## config.mk

```make
export PLATFORM = sky130hd
export DESIGN_NAME = pc_seq_unit
export DESIGN_NICKNAME = d
export VERILOG_FILES = /design/src/rtl/pc_seq_unit.sv
export SDC_FILE = /design/constraint.sdc
export NUM_CORES = 1
export LEC_CHECK = 0
export ABC_AREA = 1
export CAP_MARGIN = 20
export CORE_MARGIN = 5
export CORE_UTILIZATION = 45
export CTS_CLUSTER_SIZE = 40
export DETAILED_ROUTE_END_ITERATION = 8
export PLACE_DENSITY = 0.73
export SKIP_LAST_GASP = 1
export SYNTH_ARGS = -nofsm -noshare
export SYNTH_HDL_FRONTEND = slang
export SYNTH_SLANG_ARGS = --single-unit
```

## constraint.sdc

```tcl
create_clock -name clk -period 2.7 [get_ports clk]
set_input_delay 0.675 -clock clk [delete_from_list [all_inputs] [get_ports clk]]
set_output_delay 0.675 -clock clk [all_outputs]
set_load 0.005 [all_outputs]
```

## src/rtl/pc_seq_unit.sv

```systemverilog
// Program-counter sequencer for the fetch stage.
// Picks the next PC from exception, ERET, stall-hold, jump, return, branch
// or sequential sources. It keeps an exception PC, a sticky misaligned-target
// flag and a circular return-address stack (RAS).
module pc_seq_unit #(
    parameter int                 ADDR_W    = 32,
    parameter logic [ADDR_W-1:0]  RESET_VEC = ADDR_W'(32'h0000_3000),
    parameter logic [ADDR_W-1:0]  EXC_VEC   = ADDR_W'(32'h0000_4180),
    parameter int                 RAS_DEPTH = 4
) (
    input  logic                          clk,
    input  logic                          rst,
    input  logic                          stall,
    input  logic                          exc_req,
    input  logic                          eret,
    input  logic                          jump,
    input  logic [ADDR_W-1:0]             jmp_addr,
    input  logic                          ret,
    input  logic [ADDR_W-1:0]             ret_addr,
    input  logic                          link,
    input  logic                          br_taken,
    input  logic [ADDR_W-1:0]             br_addr,
    output logic [ADDR_W-1:0]             pc,
    output logic [ADDR_W-1:0]             pc_plus4,
    output logic [ADDR_W-1:0]             epc,
    output logic                          misalign,
    output logic [$clog2(RAS_DEPTH):0]    ras_cnt
);

    localparam int PTR_W = $clog2(RAS_DEPTH);
    localparam int CNT_W = PTR_W + 1;

    // A fetch target must be word aligned.
    function automatic logic is_misaligned(input logic [ADDR_W-1:0] addr);
        return (addr[1:0] != 2'b00);
    endfunction

    logic [ADDR_W-1:0] pc_q, pc_d;
    logic [ADDR_W-1:0] epc_q, epc_d;
    logic              mis_q, mis_d;
    logic [PTR_W-1:0]  ptr_q, ptr_d;      // next free slot; top is ptr_q-1
    logic [CNT_W-1:0]  cnt_q, cnt_d;
    logic [ADDR_W-1:0] ras_q [RAS_DEPTH];

    logic [ADDR_W-1:0] pc4_s;
    logic [ADDR_W-1:0] tgt_s;
    logic [ADDR_W-1:0] top_s;
    logic [PTR_W-1:0]  top_idx_s;
    logic              redir_s;
    logic              push_s;
    logic              pop_s;
    logic              wr_en_s;
    logic [PTR_W-1:0]  wr_idx_s;

    assign pc4_s     = pc_q + ADDR_W'(4);
    assign top_idx_s = ptr_q - PTR_W'(1);
    assign top_s     = ras_q[top_idx_s];

    // Source selection by priority, plus alignment trap on redirect targets.
    always_comb begin
        pc_d    = pc_q;
        epc_d   = epc_q;
        mis_d   = mis_q;
        tgt_s   = pc4_s;
        redir_s = 1'b0;
        push_s  = 1'b0;
        pop_s   = 1'b0;
        if (exc_req) begin
            pc_d  = EXC_VEC;
            epc_d = pc_q;
        end else if (eret) begin
            pc_d  = epc_q;
            mis_d = 1'b0;
        end else if (stall) begin
            pc_d  = pc_q;
        end else begin
            if (jump) begin
                tgt_s   = jmp_addr;
                redir_s = 1'b1;
                push_s  = link;
            end else if (ret) begin
                redir_s = 1'b1;
                push_s  = link;
                if (cnt_q != CNT_W'(0)) begin
                    tgt_s = top_s;
                    pop_s = 1'b1;
                end else begin
                    tgt_s = ret_addr;
                end
            end else if (br_taken) begin
                tgt_s   = br_addr;
                redir_s = 1'b1;
            end else begin
                tgt_s   = pc4_s;
            end

            if (redir_s && is_misaligned(tgt_s)) begin
                // Trap the bad target; the pop still stands, the push does not.
                pc_d   = EXC_VEC;
                epc_d  = tgt_s;
                mis_d  = 1'b1;
                push_s = 1'b0;
            end else begin
                pc_d   = tgt_s;
            end
        end
    end

    // RAS pointer/count update; pop+push replaces the top in place.
    always_comb begin
        ptr_d    = ptr_q;
        cnt_d    = cnt_q;
        wr_en_s  = 1'b0;
        wr_idx_s = ptr_q;
        if (pop_s && push_s) begin
            wr_en_s  = 1'b1;
            wr_idx_s = top_idx_s;
        end else if (pop_s) begin
            ptr_d = top_idx_s;
            cnt_d = cnt_q - CNT_W'(1);
        end else if (push_s) begin
            wr_en_s  = 1'b1;
            wr_idx_s = ptr_q;
            ptr_d    = ptr_q + PTR_W'(1);
            if (cnt_q != CNT_W'(RAS_DEPTH)) begin
                cnt_d = cnt_q + CNT_W'(1);
            end else begin
                cnt_d = cnt_q;   // full: the oldest entry was just overwritten
            end
        end else begin
            ptr_d = ptr_q;
        end
    end

    // Architectural state registers.
    always_ff @(posedge clk or negedge rst) begin
        if (!rst) begin
            pc_q  <= RESET_VEC;
            epc_q <= '0;
            mis_q <= 1'b0;
            ptr_q <= '0;
            cnt_q <= '0;
        end else begin
            pc_q  <= pc_d;
            epc_q <= epc_d;
            mis_q <= mis_d;
            ptr_q <= ptr_d;
            cnt_q <= cnt_d;
        end
    end

    // Return-address stack storage.
    always_ff @(posedge clk or negedge rst) begin
        if (!rst) begin
            for (int i = 0; i < RAS_DEPTH; i++) begin
                ras_q[i] <= '0;
            end
        end else if (wr_en_s) begin
            ras_q[wr_idx_s] <= pc4_s;
        end else begin
            ras_q[wr_idx_s] <= ras_q[wr_idx_s];
        end
    end

    assign pc       = pc_q;
    assign pc_plus4 = pc4_s;
    assign epc      = epc_q;
    assign misalign = mis_q;
    assign ras_cnt  = cnt_q;

endmodule

```

# [Word level (Yosys, flattened, before mapping)]
# Cells that the tools add are included.
[totals] mem_bits_rw=0 rom_bits=0 word_cells=95 latchBits=0 reg_bits=198 mem_count=0 input_bits=105
[classes] n_mux=56 n_bitwise=4 n_addsub=5 n_lt_le_gt_ge=3 reduce_logical=13 n_shift=0 n_mul=0 n_eq_ne=5 div=0
[op_table] cell="2-to-1 mux 32 bit" n=20
[op_table] cell="bitwise mux 128 bit" n=2
[op_table] cell="binary-select mux 32 bit (select 2 bit)" n=2
[op_table] cell="2-to-1 mux 128 bit" n=1
[op_table] cell="demux 32 bit (select 2 bit)" n=1
[op_table] cell="adder 32 x 3 -> 32 bit (second input constant)" n=1
[op_table] cell="2-to-1 mux 1 bit" n=24
[op_table] cell="nonzero test 2 bit" n=5
[op_table] cell="2-to-1 mux 3 bit" n=3
[op_table] cell="AND reduction 3 bit" n=3
[op_table] cell="greater-or-equal comparator 3 bit (second input constant)" n=2
[op_table] cell="2-to-1 mux 2 bit" n=3
[op_table] cell="NOT 2 -> 3 bit" n=2
[op_table] cell="!= test 2 x 1 -> 1 bit (second input constant)" n=2
[op_table] cell="adder 3 x 1 -> 3 bit (second input constant)" n=1
[op_table] cell="logical AND 1 bit" n=3
[op_table] cell="< comparator 3 x 1 -> 1 bit (second input constant)" n=1
[op_table] cell="!= test 3 x 1 -> 1 bit (second input constant)" n=1
[op_table] cell="!= test 3 bit (second input constant)" n=1
[op_table] cell="nonzero test 3 bit" n=1
[op_table] cell="subtractor 3 x 1 -> 3 bit (second input constant)" n=1
[op_table] cell="adder 2 x 1 -> 2 bit (second input constant)" n=1
[op_table] cell="!= test 2 bit (second input constant)" n=1
[op_table] cell="NOT 1 bit" n=2
[op_table] cell="other kinds (2)" n=2

# [Longest topological paths before layout]
[depth] ltp_word=26 ltp_mapped=22 mapped_depth_nobuf=21

# [Least setup slack after synthesis]
# OpenSTA, ideal clock, no wires.
[synth_timing] path_kind="input port to flip-flop" start="in ret" end="reg ras_q[28] (netlist bit)" setup_slack_ps=-584 t_arrival_ps=3149 cell_stages=22 n_path_buf=5 required_time_ps=2565 setup_ps=135 path_cell_list="buf_2 -> inv_1 -> nor2_1 -> buf_2 -> o21ai_0 -> inv_1 -> a21oi_2 -> nand2_2 -> a21oi_4 -> buf_6 -> nand2_1 -> inv_1 -> ha_1 -> or2_1 -> nand2_1 -> inv_1 -> nor2_4 -> inv_2 -> buf_2 -> clkbuf_1 -> nand2_1 -> o21ai_0"
[synth_via] elab_chain_cells=20 word_cells_on_any_way=40 classes_between="order compare (2); mux (33); bitwise (1); reduce/logical (4)"
[synth_lines] item="start, declared" line="18" text="input logic ret,"
[synth_lines] item="2-to-1 mux 32 bit" line="81" text="end else if (ret) begin"
[synth_lines] item="2-to-1 mux 32 bit" line="77" text="if (jump) begin"
[synth_lines] item="2-to-1 mux 32 bit" line="74" text="end else if (stall) begin"
[synth_lines] item="2-to-1 mux 32 bit" line="71" text="end else if (eret) begin"
[synth_lines] item="2-to-1 mux 32 bit" line="68" text="if (exc_req) begin"
[synth_lines] item="nonzero test 2 bit" line="35" text="return (addr[1:0] != 2'b00);"
[synth_lines] item="logical AND 1 bit" line="97" text="if (redir_s && is_misaligned(tgt_s)) begin"
[synth_lines] item="2-to-1 mux 1 bit" line="97"
[synth_lines] item="[4 not listed]"
[synth_lines] item="2-to-1 mux 2 bit" line="115" text="if (pop_s && push_s) begin"
[synth_lines] item="NOT 2 -> 3 bit (implied by the code)" line="159, 161"
[synth_lines] item="greater-or-equal comparator 3 bit (implied by the code) / < comparator 3 x 1 -> 1 bit (equally long branches)" line="159, 161"
[synth_lines] item="logical AND 1 bit (implied by the code)" line="159, 161"
[synth_lines] item="2-to-1 mux 32 bit (implied by the code)" line="159, 161"
[synth_lines] item="demux 32 bit (select 2 bit)" line="159, 161"
[synth_lines] item="bitwise mux 128 bit (on tied branches)" line="161, 159"
[synth_lines] item="2-to-1 mux 128 bit *" line="158" text="end else if (wr_en_s) begin"
[synth_lines] item="end signal, assigned by index" line="159" text="ras_q[wr_idx_s] <= pc4_s;"
[synth_lines] item="end signal, assigned by index" line="161" text="ras_q[wr_idx_s] <= ras_q[wr_idx_s];"
[synth_lines] item="end, declared" line="43" text="logic [ADDR_W-1:0] ras_q [RAS_DEPTH];"
# Mark *: on every way between the ends. The rest lies on a longest branch, timed or not. The select of a mux whose other input is x is not followed.
# A chain may end at the register's enable or synchronous reset.

# [Worst setup path in the final report]
[layout_timing] start="in br_taken" end="reg ras_q[86] (netlist bit)"
[layout_via] elab_chain_cells=21 word_cells_on_any_way=35 classes_between="order compare (2); mux (28); bitwise (1); reduce/logical (4)"
[layout_lines] item="start, declared" line="21" text="input logic br_taken,"
[layout_lines] item="2-to-1 mux 32 bit" line="90" text="end else if (br_taken) begin"
[layout_lines] item="2-to-1 mux 32 bit" line="81"
[layout_lines] item="2-to-1 mux 32 bit" line="77"
[layout_lines] item="2-to-1 mux 32 bit" line="74"
[layout_lines] item="2-to-1 mux 32 bit" line="71"
[layout_lines] item="2-to-1 mux 32 bit" line="68"
[layout_lines] item="nonzero test 2 bit" line="35"
[layout_lines] item="logical AND 1 bit *" line="97"
[layout_lines] item="[5 not listed]"
[layout_lines] item="2-to-1 mux 2 bit" line="115"
[layout_lines] item="NOT 2 -> 3 bit (implied by the code)" line="159, 161"
[layout_lines] item="greater-or-equal comparator 3 bit (implied by the code) / < comparator 3 x 1 -> 1 bit (equally long branches)" line="159, 161"
[layout_lines] item="logical AND 1 bit (implied by the code)" line="159, 161"
[layout_lines] item="2-to-1 mux 32 bit (implied by the code)" line="159, 161"
[layout_lines] item="demux 32 bit (select 2 bit)" line="159, 161"
[layout_lines] item="bitwise mux 128 bit (on tied branches)" line="161, 159"
[layout_lines] item="2-to-1 mux 128 bit *" line="158"
# Marks and branches as above.

==> flow_summary_export.csv <==
group,metric,value,unit
setup_path,cp_slowest_stage_delay,0.29,ns
yosys,postSynthCellCount,1980,
place,place_ws,-0.756,ns
setup_path,critPathCaptureType,"register",
floorplan,die-area,32200,µm²
floorplan,floorplan.initialDensity,0.453,
floorplan,die_width,180,µm
yosys,post_synth_instance_area,12900,µm²
power,totalPowerFinal,18.3,mW
yosys,synth_area_per_cell,6.53,µm²
cts,cts_tree,"yes",
finish,multi_input_comb_area,8560,µm²
yosys,synth_compound_area_frac,0.122,
sta,tightest_slew,0.970,ns
setup_path,regToRegSetupSlack,-0.38,ns
finish,utilization,0.733,
place,gp_congestion,0.959,
power,internal_power,9.90,mW
setup_path,worstSetupStartpointType,"primary input",
sta,slew-limit-headroom,0.350,
global_route,grt_max_degree,63,
setup_path,r2r_end,"ras_q[86]",
cts,clkSinkCount,198,
yosys,yosysMostFrequentCell,"nand2_1",
sta,final.min_clock_period,3.10,ns
min_path,min-delay-path-class,"primary input to asynchronous set/reset pin",
outcome,failing_checks,"negative setup slack",
setup_path,crit_start,"br_taken",
yosys,synth_top_family_by_area,"simple AND/OR/NAND/NOR gates",
route,route.detailed.wl_per_inst,22.4,µm
cts,cts_hold_buffers,0,
yosys,synthDistinctLibCells,42,
sta,maxSlewViolCount,0,
sta,ratio_of_final_minimum_period_to_clock_period,1.15,
place,dp.cells,2648,
setup_path,worstPathRequired,3.08,ns
yosys,synth-seq-cells,198,
route,drt_drc_violations_left,0,
sta,timing.final.setup_violations,147,
cts,cts-htree-levels,4,
setup_path,timing.critical_path.cells,"dlygate4sd2_1 -> inv_1 -> o21ai_0 -> o21ai_1 -> a21oi_2 -> nand2_2 -> a21oi_4 -> nand2_4 -> inv_4 -> ha_4 -> or2_4 -> nand2_4 -> buf_6 -> nor2_4 -> buf_12 -> buf_8 -> nand2_2 -> nand4_1 -> nand3_1 -> o21ai_1",
yosys,synth_enable_flop_cells,0,
route,ant_nets,0,
global_route,antenna_found_initial,0,
yosys,synth.yosys.warnings,0,
power,vdd.ir_drop.worst,0.704,mV
yosys,synth_adder_area_share,0.00639,
yosys,muxShareOfSynthArea,0,
power,power.share.switching,0.458,
finish,num-nets-final,2547,
yosys,synth-async-reset-ratio,1.00,
global_route,grt_pass1_wl,87500,µm
finish,area.growth.synth_to_final,61.8,%
cts,tritoncts.num_buffers,17,
power,leakage_dissipation,9.87,nW
setup_path,maximum_fanout_along_the_worst_path,5,
cts,cts-root-buf,"clkbuf_16",
power,cellPowerDensity,874,nW/µm²
finish,sequential_cell_area,4970,µm²
setup_path,r2r-start,"ras_cnt[0]",
sta,fin_skew,0.0207,ns
setup_path,cp.arrival,3.48,ns
yosys,synth_area_leader_cell,"dfrtp_1",
cts,insertion_delay,0.47,ns
yosys,synth-simple-area-share,0.389,
yosys,netlist_top_cells_area,"dfrtp_1 38%, nand2_1 22%, nand3_1 11%, inv_1 4.7%, o21ai_0 4.2%",
sta,rsz0062_at_grt,"true",
finish,antenna-diode-count,0,
floorplan,rows,62,
yosys,yosys-top-cells-count,"769 x nand2_1, 288 x nand3_1, 196 x dfrtp_1",
global_route,track_usage,0.337,
yosys,synth_xor_xnor_area_share,0.00474,
power,pwr-share-clk,0.143,
power,combinational_power_share,0.611,
power,p_seq_frac,0.247,
floorplan,design.portCount,205,
floorplan,fp.dieH,180,µm
setup_path,worstSetupEndpoint,"ras_q[86]",
sta,timing.final.hold_violations,0,
cts,clk_pin_slew_worst_paths,0.08,ns
floorplan,design.core.area,28500,µm²
flow_run,max-cap-violations,0,
route,routed_wl,63400,µm
route,via_count,17362,
global_route,grt-ovfl-total,0,
route,detail_route.vias_per_cell,6.13,
sta,post-route-worst-setup-slack,-0.399,ns
sta,clock.fmax,323,MHz
place,dp_hpwl,37700,µm
yosys,synth_sequential_area_ratio,0.383,
sta,finalSetupTns,-32.21,ns
power,net-switching-power,8.37,mW
setup_path,path_class,"primary input to register",
yosys,dominant_register_cell_in_the_synthesized_netlist,"dfrtp_1",
route,detailed_routing_iteration_count_for_the_pre_antenna_repair_pass,8,
setup_path,max_stage_delay_cell_worst_path,"dlygate4sd2_1",
finish,layout.cells.non_filler,2833,
cts,cts_max_path_buffers,2,
route,drtIter0Drc,2502,
finish,post_route_cells_drive_above_1_share,0.330,
setup_path,ff2ff_path_depth,20,
place,io_buffer_count,204,
outcome,run_status,"finished, violations left",
global_route,grt_pass1_vias,15695,
yosys,synth_top_cell_area_share,0.379,
yosys,synth_fp_nets,2091,
finish,number_of_fill_cells_in_the_layout,1986,
-- per-stage QoR --
step	hold WS [ns]	cell area [µm²]
after CTS	0.206	19500
after detailed placement	0.475	16800
after floorplan	0.379	13300
after global placement	0.469	16800
after global routing	0.219	20900
final	0.179	20900
-- layer usage --
layer | vias to the layer above | wire length [µm] | global-route usage
met2 | 1492 | 28500 | 0.534
met4 | 0 | 3880 | 0.137
met5 | - | 0 | 0
li1 | 7346 | - | -
met3 | 373 | 8040 | 0.0744
met1 | 8151 | 23100 | 0.451
-- power groups by stage --
stage               clock network (mW)  registers (mW)  logic [mW]
finish                            2.61            4.51        11.2
global route                      2.71            4.56        11.6
CTS                               2.56            4.35        9.68
detailed placement                   0            4.37        7.46
global placement                     0            4.36        7.33
floorplan                            0            4.26        4.35
-- state kept, by name (all words and copies together), names as in the netlist --
register	count
ras_q	128
pc	32
misalign	1
ptr_q	2
ras_cnt	3
epc	32
-- logic make-up (layout without fill, tap and decap cells) --
family | count (synthesis) | in the layout
AND/OR/NAND/NOR | 1206 | 1206
buffers and inverters | 302 | 771
flip-flops | 198 | 198
adder cells (fa/ha/maj) | 6 | 6
XOR/XNOR | 7 | 7
AO/OA/AOI/OAI | 261 | 261
-- placed cells by master (no fill, tap or decap), drive strengths merged, types with 5 or more instances in the layout --
cell	instances
a21oi	63
a31oi	5
and2	5
buf	374
clkbuf	31
clkdlybuf4s50	171
dfrtp	196
dlygate4sd2	7
ha	5
inv	179
nand2	774
nand3	288
nand4	23
nor2	102
o211ai	50
o21ai	109
o311ai	25
or2	6
xor2	6
-- worst min path at each step --
stage                   start        end  slack, ns  cells past startpoint
floorplan                 rst     epc[0]       0.38                      0
global placement    ras_q[92]  ras_q[92]       0.47                      2
detailed placement  ras_q[64]  ras_q[64]       0.48                      2
CTS                       rst  ras_q[36]       0.21                      1
global route              rst  ras_q[36]       0.22                      1
finish                    rst  ras_q[36]       0.18                      1
-- critical path, delay by kind of cell --
| kind | cells | cell delay (ns) |
|---|---|---|
| and+or+nand+nor | 8 | 0.96 |
| buffers and inverters | 6 | 0.89 |
| adders and majority gates | 1 | 0.14 |
| AOI/OAI and AO/OA | 5 | 0.81 |
-- final cells by class --
type                            count  share of cell area
Clock buffer                       19              0.0212
Multi-Input combinational cell   1480               0.409
Sequential cell                   198               0.238
Tap cell                          384              0.0230
Inverter                          171              0.0342
Timing Repair Buffer              568               0.269
Clock inverter                     13             0.00520
-- repair_timing --
| item | in CTS | in global routing |
|---|---|---|
| pin swaps | 106 | 151 |
| gates resized for setup | 379 | 294 |
| setup endpoints to repair | 157 | 179 |
| buffers inserted | 109 | 53 |
| gates cloned | 11 | 4 |
Note: power is estimated with default switching activity, not from simulation.
